==> config.mk <==
export PLATFORM = sky130hd
export DESIGN_NAME = gemv_skew_feeder
export DESIGN_NICKNAME = d
export VERILOG_FILES = /design/src/rtl/gemv_skew_feeder.sv
export SDC_FILE = /design/constraint.sdc
export NUM_CORES = 1
export LEC_CHECK = 0
export ABC_AREA = 1
export CAP_MARGIN = 20
export CORE_ASPECT_RATIO = 0.8
export CORE_MARGIN = 5
export CORE_UTILIZATION = 48
export CTS_BUF_LIST = sky130_fd_sc_hd__clkbuf_8
export DETAILED_ROUTE_END_ITERATION = 6
export PLACE_DENSITY = 0.82
export SLEW_MARGIN = 20
export SYNTH_ARGS = -nofsm -noshare
export SYNTH_HDL_FRONTEND = slang
export SYNTH_SLANG_ARGS = --single-unit
==> constraint.sdc <==
create_clock -name clk -period 3.4 [get_ports clk]
set_input_delay 0.34 -clock clk [delete_from_list [all_inputs] [get_ports clk]]
set_output_delay 0.34 -clock clk [all_outputs]
set_load 0.1 [all_outputs]
==> src/rtl/gemv_skew_feeder.sv <==
// gemv_skew_feeder: accepts one SZ-lane operand vector per handshake and
// emits it diagonally skewed onto the systolic array A inputs (lane j is
// delayed j cycles). Gaps between vectors become zero bubbles. After the
// vector flagged in_last, the skew drains and done pulses for one cycle.
//
// Handshake: a vector is taken on a rising clk edge where in_valid && in_ready.
// in_ready depends only on the FSM state (high in IDLE/STREAM), never on
// in_valid. in_vec/in_last are ignored on any cycle without an accept. There is
// no backpressure on the output side: the delay line shifts every cycle.
module gemv_skew_feeder #(
  parameter int DW = 16,
  parameter int SZ = 3
) (
  input  logic             clk,
  input  logic             rst,
  input  logic             in_valid,
  output logic             in_ready,
  input  logic [SZ*DW-1:0] in_vec,
  input  logic             in_last,
  output logic [SZ*DW-1:0] a_out,
  output logic [SZ-1:0]    a_valid,
  output logic             busy,
  output logic             done
);

  typedef enum logic [1:0] {
    IDLE   = 2'd0,
    STREAM = 2'd1,
    DRAIN  = 2'd2,
    DONE   = 2'd3
  } state_t;

  // Counter needs to hold SZ-1; keep at least one bit so SZ=1 stays legal.
  localparam int CW = (SZ > 1) ? $clog2(SZ) : 1;

  // Current state; left as a named enum so checkers can bind to it.
  state_t        state;
  logic [CW-1:0] drain_cnt;
  logic          accept;

  assign in_ready = (state == IDLE) || (state == STREAM);
  assign accept   = in_valid && in_ready;
  assign busy     = (state != IDLE);
  assign done     = (state == DONE);

  // Batch control: stream vectors, then wait for the last lane to launch.
  always_ff @(posedge clk or posedge rst) begin
    if (rst) begin
      state     <= IDLE;
      drain_cnt <= '0;
    end else begin
      case (state)
        IDLE, STREAM: begin
          if (accept) begin
            if (in_last) begin
              if (SZ == 1) begin
                // Single lane: the element is already on a_out, nothing to drain.
                state <= DONE;
              end else begin
                state     <= DRAIN;
                drain_cnt <= CW'(SZ - 1);
              end
            end else begin
              state <= STREAM;
            end
          end
        end
        DRAIN: begin
          // The cycle with drain_cnt==0 is the one where the last vector's
          // lane SZ-1 element is on a_out.
          if (drain_cnt == '0) begin
            state <= DONE;
          end else begin
            drain_cnt <= drain_cnt - CW'(1);
          end
        end
        DONE: begin
          state <= IDLE;
        end
        default: begin
          state <= IDLE;
        end
      endcase
    end
  end

  // Triangular delay line: lane j owns j+1 stages; stage j drives the output.
  for (genvar j = 0; j < SZ; j++) begin : g_lane
    logic [DW-1:0] dat [0:j];
    logic [j:0]    vld;

    // Shift lane j every cycle; a non-accept cycle injects a zero bubble.
    always_ff @(posedge clk or posedge rst) begin
      if (rst) begin
        for (int k = 0; k <= j; k++) begin
          dat[k] <= '0;
        end
        vld <= '0;
      end else begin
        dat[0] <= accept ? in_vec[j*DW +: DW] : '0;
        vld[0] <= accept;
        for (int k = 1; k <= j; k++) begin
          dat[k] <= dat[k-1];
          vld[k] <= vld[k-1];
        end
      end
    end

    // Bubbles already carry zero data; the mask guarantees it regardless.
    assign a_out[j*DW +: DW] = vld[j] ? dat[j] : '0;
    assign a_valid[j]        = vld[j];
  end

endmodule
-- Word level (Yosys, flattened, before mapping)
Index checks and enable logic that the tools add are counted.
Widths: inputs -> output; s select.
- add/subtract/negate cells: 1
- eq/ne operators: 7
- multiplexer cells: 14
- reduce and logical (&&, ||, !) cells: 9
- operator list (cell ; number):
    $mux 16 ; 6
    $mux 2 ; 6
    $ne 2x2->1 const B ; 4
    $pmux 2 s3 ; 1
    $eq 2x2->1 const B ; 2
    $logic_not 2->1 ; 2
    $pmux 2 s2 ; 1
    $reduce_and 4->1 ; 1
    $reduce_bool 2->1 ; 2
    $eq 2x1->1 const B ; 1
    $reduce_and 2->1 ; 1
    $reduce_or 2->1 ; 1
    $sub 2x1->2 const B ; 1
    $logic_and 1x1->1 ; 1
    $logic_or 1x1->1 ; 1
- register bits: 106
- input port bits: 52
- output and inout bits: 54
- logic and storage cells: 42

-- Depth between registers and ports, before layout
- word-level depth: 5
- depth in mapped cells: 7
- depth with buffers taken out: 7

-- Least setup slack after synthesis
No wires, ideal clock.
- path kind: flip-flop to output port
- start: register, netlist name g_lane[2].vld[1]
- end: output port a_out[21]
- data arrival time: 2037 ps
- data required time: 3060 ps
- path slack: 1023 ps
- stages on the path, launching flop included: 5
- buffers on the path: 2
- cells stage by stage: dfrtp_1 clkbuf_1 buf_2 nand2_1 inv_1
- RTL lines (item ; RTL line ; source):
    end: declaration ; 20 ; output logic [SZ*DW-1:0] a_out,

-- Worst setup path after layout
- start: register state[1]
- end: output port busy
- longest elaborated chain between the ends: 1
- ends and longest elaborated chain (item ; RTL line ; source):
    start: declaration ; 37 ; state_t state;
    start signal: assignment ; 49 ; state <= IDLE;
    start signal: assignment ; 58 ; state <= DONE;
    start signal: assignment ; 60 ; state <= DRAIN;
    $reduce_bool 2->1 ; 43 ; assign busy = (state != IDLE);
    end: declaration ; 22 ; output logic busy,
Every way passes these cells.

==> key figures <==
Die
  – Core Box Area: 6993 sq um
  – Die area: 9097 sq um
  – Die boundary width: 105.4 um
  – Count of standard-cell rows: 27
  – Height of the die: 86.32 um
  – Initial cell density of the core: 0.4997
  – Ports: 106

STA
  – Post-route clock skew: 0.004277 ns
  – Count of final max-slew check failures: 0
  – Total of endpoints with negative setup slack in the final report: 0
  – Worst-case setup margin in the final layout: 0.9844 ns
  – Part of the cycle the worst path needs: 0.7105
  – Timing-limited maximum frequency: 414.0 MHz
  – Unrepaired setup endpoints after global routing: false
  – Number of hold violations in the final report: 0
  – Relative slew margins: 0.3533
  – Slew of the pin with the lowest slew margin: 0.9671 ns
  – Sum Neg Setup Slack: 0 ns
  – Final min period: 2.416 ns

Power
  – Leakage dissipation: 2.895 nW
  – PD cells: 671.9 nW/um^2
  – IR Drop Worst-Case VDD: 0.0006370 V

CTS
  – Clock tree from TritonCTS: yes
  – Largest buffer count on any clock path: 2
  – Level count of the clock H-tree: 3
  – Total setup buffers inserted after CTS: 0
  – Number of resized instances in the post-cts repair step: 0
  – Insertion delay to the later sink of the worst-skew pair: 0.35 ns
  – Register clock-pin slew on the reported worst setup and hold paths: 0.09 ns
  – Master cell of the clock root buffer: clkbuf_8
  – Quantity of hold-fixing buffers added after cts: 0
  – Number of sinks handled by clock tree synthesis: 103
  – Number of clock buffers inserted by TritonCTS: 9

Detailed routing
  – Detailed-route vias per instance: 4.214
  – TritonRoute pass-1 iters: 4
  – Detailed-route wire length per cell: 11.80 um
  – Antenna violation net count after detailed routing: 0
  – Violation count after the first detailed-route iteration: 34
  – WL final: 6.277 mm
  – Post-route DRC: 0
  – Total number of vias: 2,242

Min path
  – Min-Delay Path Class: register to register
  – Cell count of the worst hold path: 0
  – Worst min-delay path startpoint: g_lane[2].dat[34]
  – Hold-critical path endpoint: g_lane[2].dat[18]

Place
  – Detailed placement HPWL: 4.435 mm
  – DP Worst Slack: 1.362 ns
  – Post-placement cell area: 4478 sq um
  – Number of input and output port buffers inserted: 105
  – # placed instances: 516
  – Global placer's final weighted congestion: 0.7149

Cells and area
  – Fraction of final layout cells with drive strength greater than 1: 0.1573
  – Final Cell Area: 4651 sq um
  – Number of standard cells in the layout, taps in and fillers out: 532
  – Synth-to-Final Area Change: 33.08%
  – Final net count: 493
  – Antenna cells: 0

Synth
  – Asr flop ratio synth: 1.000
  – Synth Register Bits: 103
  – Number of enable flip-flop cells after synthesis: 0
  – Mapped Avg Cell Area: 10.43 sq um
  – Nets in the synthesized netlist: 388
  – Number of unique standard cell types used by synthesis: 14
  – Share of synthesized area occupied by flip-flops and latches: 0.7376
  – Most common flop cell mapped by yosys: dfrtp_1
  – Number of standard cells after synthesis: 335
  – Count of synthesis-stage warnings from yosys: 0
  – Cell Area, Synth: 3495 sq um

Setup path
  – R2R Path Start: state[1]
  – Worst endpoint data arrival time: 2.08 ns
  – Type of element capturing the critical path: output pin
  – Highest fanout seen on the critical path: 5
  – Startpoint type of the worst setup path: register
  – Source of the critical timing path: state[1]
  – Critical path data required time: 3.06 ns
  – Register-to-Register Setup Slack: 1.96 ns
  – Path type of the worst setup path: register to output pin
  – Endpoint of the worst-slack reg-to-reg timing path: g_lane[0].dat[9]
  – Number of cells on the worst reg-to-reg path: 3

GRT
  – GRT met3 Usage: 0.06552
  – GRT Residual Overflow: 0
  – Met2 usage: 0.2546
  – Antenna violations before repair: 0
  – Global-route wire length before repair: 10.86 mm
  – Number of global-route vias before repair: 2,430
  – Pin count of the biggest net entering global routing: 70
  – Total Routing Usage GR: 0.1522
  – Most used routing layer in global routing: met2
  – Met1 track utilization from global routing: 0.1782

Run
  – Max Cap Viol: 0

Status
  – Run status: complete, no violations
critical path, cell delays in order (launching register included):
cell             delay, ns
dfrtp_1               0.43
inv_2                 0.08
nand2_1               0.08
clkdlybuf4s50_1       1.13
synthesized netlist by cell type (2+ instances only):
cell	number	area (sq um)
dfrtp_1	103	2577
inv_1	103	386.6
nand2_1	57	214.0
nor2_1	50	187.7
buf_2	6	30.03
nand3_1	5	25.02
clkbuf_1	3	11.26
buf_6	2	22.52
sequential cells by signal (all words and copies together) (netlist names):
signal      cells
g_lane.vld      3
drain_cnt       2
state           2
g_lane.dat     96
per-stage QoR:
step / utilization / power [mW] / hold slack [ns]
floorplan: - / 2.265 / 0.3312
global placement: 0.6404 / 2.478 / 0.3312
detailed placement: 0.6404 / 2.505 / 0.3347
CTS: 0.6651 / 3.172 / 0.3498
global route: 0.6651 / 3.298 / 0.3579
finish: 0.6651 / 3.125 / 0.3507
metal layers:
layer  wire length [um]  part of all wire
met5                  0                 0
met2               3150              0.50
met3                567             0.090
met4                 87             0.014
met1               2471              0.39
worst max-delay path by stage:
stage | endpoint | slack (ns) | cells after the start
after global placement | busy | 1.40 | 3
after detailed placement | busy | 1.36 | 3
after global routing | busy | 0.90 | 3
after CTS | busy | 0.95 | 3
final | busy | 0.98 | 3
after floorplan | drain_cnt[0] | 0.36 | 1
cell usage in the layout (no fill, tap or decap):
cell,n
inv_4,1
dfrtp_1,103
nand2_2,1
clkinv_4,2
buf_12,1
clkbuf_8,9
nor2_1,50
o21ai_0,1
ha_1,1
a21oi_1,1
inv_1,103
nand3_1,5
clkdlybuf4s50_1,54
buf_4,51
inv_2,1
nand2_1,57
clkinv_2,2
inv_6,2
layout make-up:
type	instances	area, sq um
well taps	87	108.9
clock buffers	9	123.9
clock inverters	7	48.80
repair buffers	106	943.4
multi-input cells	116	455.4
fillers	545	2342
inverters	104	392.9
flip-flops and latches	103	2577
power by group:
group          total (mW)  internal, mW  switching, mW  leakage [nW]
clock network       0.659         0.269          0.390        0.0952
registers            1.50          1.40         0.0965          1.36
logic               0.970         0.221          0.750          1.44
kinds of logic after synthesis:
kind of cell	share of synthesized area
AOI/OAI and AO/OA	0.002862
adders and majority gates	0.003580
buffers and inverters	0.1321
DFF	0.7376
and+or+nand+nor	0.1239
Power figures use the tool's default switching activity.
